`src/rtl/rd_ptr_empty_lvl_if.sv`:
```
// Read-side FIFO control bundle: consumer requests, unsynchronized write pointer,
// and the read pointer/status returned by the read-domain pointer stage.
interface rd_ptr_empty_lvl_if #(
    parameter int unsigned ADDR_W = 3
);
    logic              rd_en;
    logic              clr_uflow;
    logic [ADDR_W:0]   wrt_ptr;
    logic [ADDR_W:0]   rd_ptr;
    logic [ADDR_W-1:0] rd_addr;
    logic              empty;
    logic              almost_empty;
    logic [ADDR_W:0]   rd_count;
    logic              underflow;

    // Consumer / environment side
    modport master (
        output rd_en, clr_uflow, wrt_ptr,
        input  rd_ptr, rd_addr, empty, almost_empty, rd_count, underflow
    );

    // Read pointer stage side
    modport slave (
        input  rd_en, clr_uflow, wrt_ptr,
        output rd_ptr, rd_addr, empty, almost_empty, rd_count, underflow
    );
endinterface

```
`src/rtl/rd_ptr_empty_lvl.sv`:
```
// Read-domain pointer/empty stage of an async FIFO: syncs the write Gray pointer,
// advances the binary+Gray read pointer and registers empty, level and underflow.
module rd_ptr_empty_lvl #(
    parameter int unsigned ADDR_W   = 3,
    parameter int unsigned AE_LEVEL = 2
) (
    input  logic              rd_clk,
    input  logic              rd_rst,
    rd_ptr_empty_lvl_if.slave bus
);
    localparam int unsigned PW = ADDR_W + 1;

    logic [PW-1:0] rd_bin;
    logic [PW-1:0] rd_gray;
    logic [PW-1:0] rq1;
    logic [PW-1:0] rq2;
    logic          empty_q;
    logic          almost_empty_q;
    logic [PW-1:0] count_q;
    logic          underflow_q;

    logic          read_ok_c;
    logic [PW-1:0] rd_bin_next_c;
    logic [PW-1:0] rd_gray_next_c;
    logic [PW-1:0] wbin_c;
    logic [PW-1:0] level_next_c;

    // Next pointer, synchronized write position and resulting fill level
    always_comb begin
        read_ok_c      = bus.rd_en & ~empty_q;
        rd_bin_next_c  = rd_bin + PW'(read_ok_c);
        rd_gray_next_c = (rd_bin_next_c >> 1) ^ rd_bin_next_c;
        wbin_c         = '0;
        for (int i = 0; i < int'(PW); i++) begin
            wbin_c[i] = ^(rq2 >> i);
        end
        level_next_c   = wbin_c - rd_bin_next_c;
    end

    // Two-flop synchronizer for the write-domain Gray pointer
    always_ff @(posedge rd_clk or posedge rd_rst) begin
        if (rd_rst) begin
            rq1 <= '0;
            rq2 <= '0;
        end else begin
            rq1 <= bus.wrt_ptr;
            rq2 <= rq1;
        end
    end

    always_ff @(posedge rd_clk or posedge rd_rst) begin
        if (rd_rst) begin
            rd_bin         <= '0;
            rd_gray        <= '0;
            empty_q        <= 1'b1;
            almost_empty_q <= 1'b1;
            count_q        <= '0;
            underflow_q    <= 1'b0;
        end else begin
            rd_bin         <= rd_bin_next_c;
            rd_gray        <= rd_gray_next_c;
            empty_q        <= (rd_gray_next_c == rq2);
            almost_empty_q <= (level_next_c <= PW'(AE_LEVEL));
            count_q        <= level_next_c;
            // A rejected read outranks a same-cycle clear
            if (bus.rd_en && empty_q) begin
                underflow_q <= 1'b1;
            end else if (bus.clr_uflow) begin
                underflow_q <= 1'b0;
            end
        end
    end

    assign bus.rd_ptr       = rd_gray;
    assign bus.rd_addr      = rd_bin[ADDR_W-1:0];
    assign bus.empty        = empty_q;
    assign bus.almost_empty = almost_empty_q;
    assign bus.rd_count     = count_q;
    assign bus.underflow    = underflow_q;
endmodule

```
`src/flat_wrapper.sv`:
```
// flat-port wrapper written by rule: the top's interface ports become plain ports
module rd_ptr_empty_lvl_flat 
#(
    parameter int unsigned ADDR_W   = 3,
    parameter int unsigned AE_LEVEL = 2
)
  (rd_clk, rd_rst, bus_rd_en, bus_clr_uflow, bus_wrt_ptr, bus_rd_ptr, bus_rd_addr, bus_empty, bus_almost_empty, bus_rd_count, bus_underflow);
  rd_ptr_empty_lvl_if #(.ADDR_W(ADDR_W)) bus_i ();
  input  logic rd_clk;
  input  logic rd_rst;
  input wire logic [$bits(bus_i.rd_en)-1:0] bus_rd_en;
  input wire logic [$bits(bus_i.clr_uflow)-1:0] bus_clr_uflow;
  input wire logic [$bits(bus_i.wrt_ptr)-1:0] bus_wrt_ptr;
  output wire logic [$bits(bus_i.rd_ptr)-1:0] bus_rd_ptr;
  output wire logic [$bits(bus_i.rd_addr)-1:0] bus_rd_addr;
  output wire logic [$bits(bus_i.empty)-1:0] bus_empty;
  output wire logic [$bits(bus_i.almost_empty)-1:0] bus_almost_empty;
  output wire logic [$bits(bus_i.rd_count)-1:0] bus_rd_count;
  output wire logic [$bits(bus_i.underflow)-1:0] bus_underflow;
  assign bus_i.rd_en = bus_rd_en;
  assign bus_i.clr_uflow = bus_clr_uflow;
  assign bus_i.wrt_ptr = bus_wrt_ptr;
  assign bus_rd_ptr = bus_i.rd_ptr;
  assign bus_rd_addr = bus_i.rd_addr;
  assign bus_empty = bus_i.empty;
  assign bus_almost_empty = bus_i.almost_empty;
  assign bus_rd_count = bus_i.rd_count;
  assign bus_underflow = bus_i.underflow;
  rd_ptr_empty_lvl #(.ADDR_W(ADDR_W), .AE_LEVEL(AE_LEVEL)) u_core (.rd_clk(rd_clk), .rd_rst(rd_rst), .bus(bus_i));
endmodule
```
`config.mk`:
```
export PLATFORM = sky130hd
export DESIGN_NAME = rd_ptr_empty_lvl_flat
export DESIGN_NICKNAME = d
export VERILOG_FILES = /design/src/rtl/rd_ptr_empty_lvl_if.sv /design/src/rtl/rd_ptr_empty_lvl.sv /design/src/flat_wrapper.sv
export SDC_FILE = /design/constraint.sdc
export NUM_CORES = 1
export LEC_CHECK = 0
export BUFFER_PORTS_ARGS = -buffer_cell sky130_fd_sc_hd__buf_4
export CELL_PAD_IN_SITES_DETAIL_PLACEMENT = 1
export CELL_PAD_IN_SITES_GLOBAL_PLACEMENT = 1
export CORE_ASPECT_RATIO = 0.6
export CORE_UTILIZATION = 41
export CTS_CLUSTER_DIAMETER = 120
export CTS_CLUSTER_SIZE = 40
export DETAILED_ROUTE_END_ITERATION = 10
export PLACE_DENSITY = 0.75
export SLEW_MARGIN = 40
export SYNTH_ARGS = -nofsm -noshare
export SYNTH_HDL_FRONTEND = slang
export SYNTH_SLANG_ARGS = --single-unit
```
`constraint.sdc`:
```
create_clock -name rd_clk -period 2.7 [get_ports rd_clk]
set_input_delay 0.135 -clock rd_clk [delete_from_list [all_inputs] [get_ports rd_clk]]
set_output_delay 0.135 -clock rd_clk [all_outputs]
set_load 0.01 [all_outputs]
```
==> metrics.txt <==
outcome completed; Achievable Freq 396 MHz; worst vdd ir 0.598 mV; sequential area share after synthesis 0.580; RSZ-0062 raised after global routing false; slew at the pin closest to its max-slew limit 459 ps; CP cell instances nor2b_1, ha_1, ha_1, xnor2_2, ha_1, nor3b_1, o21ai_1, and4_2, a2111oi_2; GP Congestion 0.767; Core Box Area 2180 um^2; cell with the most instances after synthesis dfrtp_1; via count 601; Yosys warnings 0; clock slew at reported path FFs 70 ps; share of layout cells above drive strength 1 0.354; ys async rst share 1.00; Die Ht 39.4 um; hold_ws 52.7 ps; initial antenna violation count 0; Initial DRT Pass Iterations 3; TritonCTS clock tree yes; top-area cell type share of the netlist area 0.525; Power per Cell Area 1270 nW/um^2; Area Overhead vs Synth 30.6%; HPWL Detailed 1230 um; via/cell ratio 4.66; slowest cell on the critical path dfstp_2; Die Width 64.3 um; fin. max-slew vios 0; Clock Latency Late Sink 260 ps; worst-path fanout max 4; #FFs+latches synth 22; Place WS 176 ps; antenna-violating nets left 0; top_reg_cell synth dfrtp_1; Critical Path Source Type flop; critical path data arrival time 2680 ps; total global routing overflow 0; period utilisation layout 0.934; WL final 1760 um; TritonCTS Buffers 3; Hold Vio Cnt, Final 0; clock tree root driver cell clkbuf_8; Worst Hold Class input port to flop; first-pass GRT wire length 2770 um; Yosys top cell by area dfrtp_1; Worst path max stage delay 540 ps; DRC Markers 0; max cap viols 0; critical path class flop to flop; H-Tree Depth 1; Initial Util 0.437; Mapped Area 953 um^2; Final setup viols 0; GRT Overall Usage 0.166; CP endpoint kind flop; synth top area cells dfrtp_1 (52%), xnor2_1 (8.3%), ha_1 (6.6%); num ports 22; nets 113; slew margin rel. 0.694; Clock Path Buffers 2; Post-Syn Nets 83; post-synth cell types 25; Worst Path Required 2860 ps; post-CTS setup buffers 0; clock sink total 22; Crit path top cell by count ha_1; worst setup margin 178 ps; Synth Instances 70; number of synthesized flops with an enable pin 0; Commonest cells post-synth dfrtp_1 (20), xnor2_1 (9), inv_1 (6), xor2_1 (6), ha_1 (5); Routed WL per cell 13.6 um; row count 13; Initial DRC Count 14; ant diodes 0; number of global-route vias before repair 600; Fin Setup TNS 0 ps; min Tclk post-route 2520 ps; fill cell count 236; syn avg cell area 13.6 um^2; Total Power 0.00159 W; clk_skew 3.42 ps; largest net degree at the start of global routing 23; port bufs 21; Leak Pwr 0.576 nW; die footprint 2530 um^2
flip-flops by register name (all words and copies together), names as in the netlist:
signal	cells
u_core.bus.almost_empty	1
u_core.bus.empty	1
u_core.bus.rd_count	4
u_core.bus.rd_ptr	3
u_core.bus.underflow	1
u_core.rd_bin	4
u_core.rq1	4
u_core.rq2	4
cells by family after synthesis:
logic type	after synthesis	synth area share
DFF	22	0.580
xor gates and xnor gates	17	0.181
and+or+nand+nor	10	0.0656
AOI/OAI and AO/OA	8	0.0669
buffers and inverters	8	0.0407
adders and majority gates	5	0.0656
final timing paths:
path	startpoint	to	slack [ps]	cells past startpoint
setup reg to reg	u_core.bus.empty$_DFF_PP1_	u_core.bus.almost_empty$_DFF_PP1_	180	9
min in group asynchronous	rd_rst	u_core.rq2[1]$_DFF_PP0_	430	3
max in group asynchronous	rd_rst	u_core.bus.almost_empty$_DFF_PP1_	1920	3
setup / recovery	u_core.bus.empty$_DFF_PP1_	u_core.bus.almost_empty$_DFF_PP1_	180	9
hold reg to reg	u_core.rq1[3]$_DFF_PP0_	u_core.rq2[3]$_DFF_PP0_	350	0
hold / removal	bus_clr_uflow	u_core.bus.underflow$_DFFE_PP0P_	50	2
cell usage in the layout (no fill, tap or decap), types with 2 or more instances in the layout:
cell type / instances
buf_4: 22
clkbuf_8: 4
dfrtp_1: 20
dfstp_2: 2
dlygate4sd3_1: 5
ha_1: 5
inv_1: 5
nand2_1: 2
nand3_1: 2
xnor2_1: 9
xor2_1: 6
area by class of cell:
type                            instances  area (um^2)  share of cell area
Clock buffer                            4         55.1              0.0442
Inverter                                6         22.5              0.0181
Multi-Input combinational cell         40          362               0.290
Sequential cell                        22          553               0.444
Tap cell                               30         37.5              0.0302
Timing Repair Buffer                   27          215               0.173
power by group:
part	internal, W	switching, W	total [W]
clock network	0.000130	0.000103	0.000233
logic	0.000420	0.000424	0.000843
registers	0.000452	0.0000584	0.000511
critical path, delay by kind of cell (launching register included):
kind | cells | cell delay, ps
fa+ha+maj | 3 | 820
simple gates | 3 | 510
compound gates | 2 | 390
xor+xnor | 1 | 170
flops | 1 | 540
per-stage QoR:
step,instances,utilization,cell area (um^2)
after floorplan,70,-,953
after global placement,120,0.523,1140
after detailed placement,120,0.523,1140
after CTS,128,0.567,1230
after global routing,129,0.571,1240
final,129,0.571,1240
timing repair:
action | CTS | global route
hold buffers | 4 | 1
endpoints found under the setup margin | 0 | 1
endpoints found under the hold margin | 4 | 20
gates resized for setup | 0 | 1
layer usage:
| layer | global-route usage | part of all wire | vias to the layer above |
|---|---|---|---|
| met5 | 0 | 0 | - |
| met4 | 0.0556 | 0.0080 | 0 |
| met3 | 0.0756 | 0.056 | 2 |
| met2 | 0.263 | 0.46 | 17 |
| met1 | 0.205 | 0.48 | 295 |
| li1 | - | - | 287 |
No activity file was read; power rests on OpenSTA's default activity.
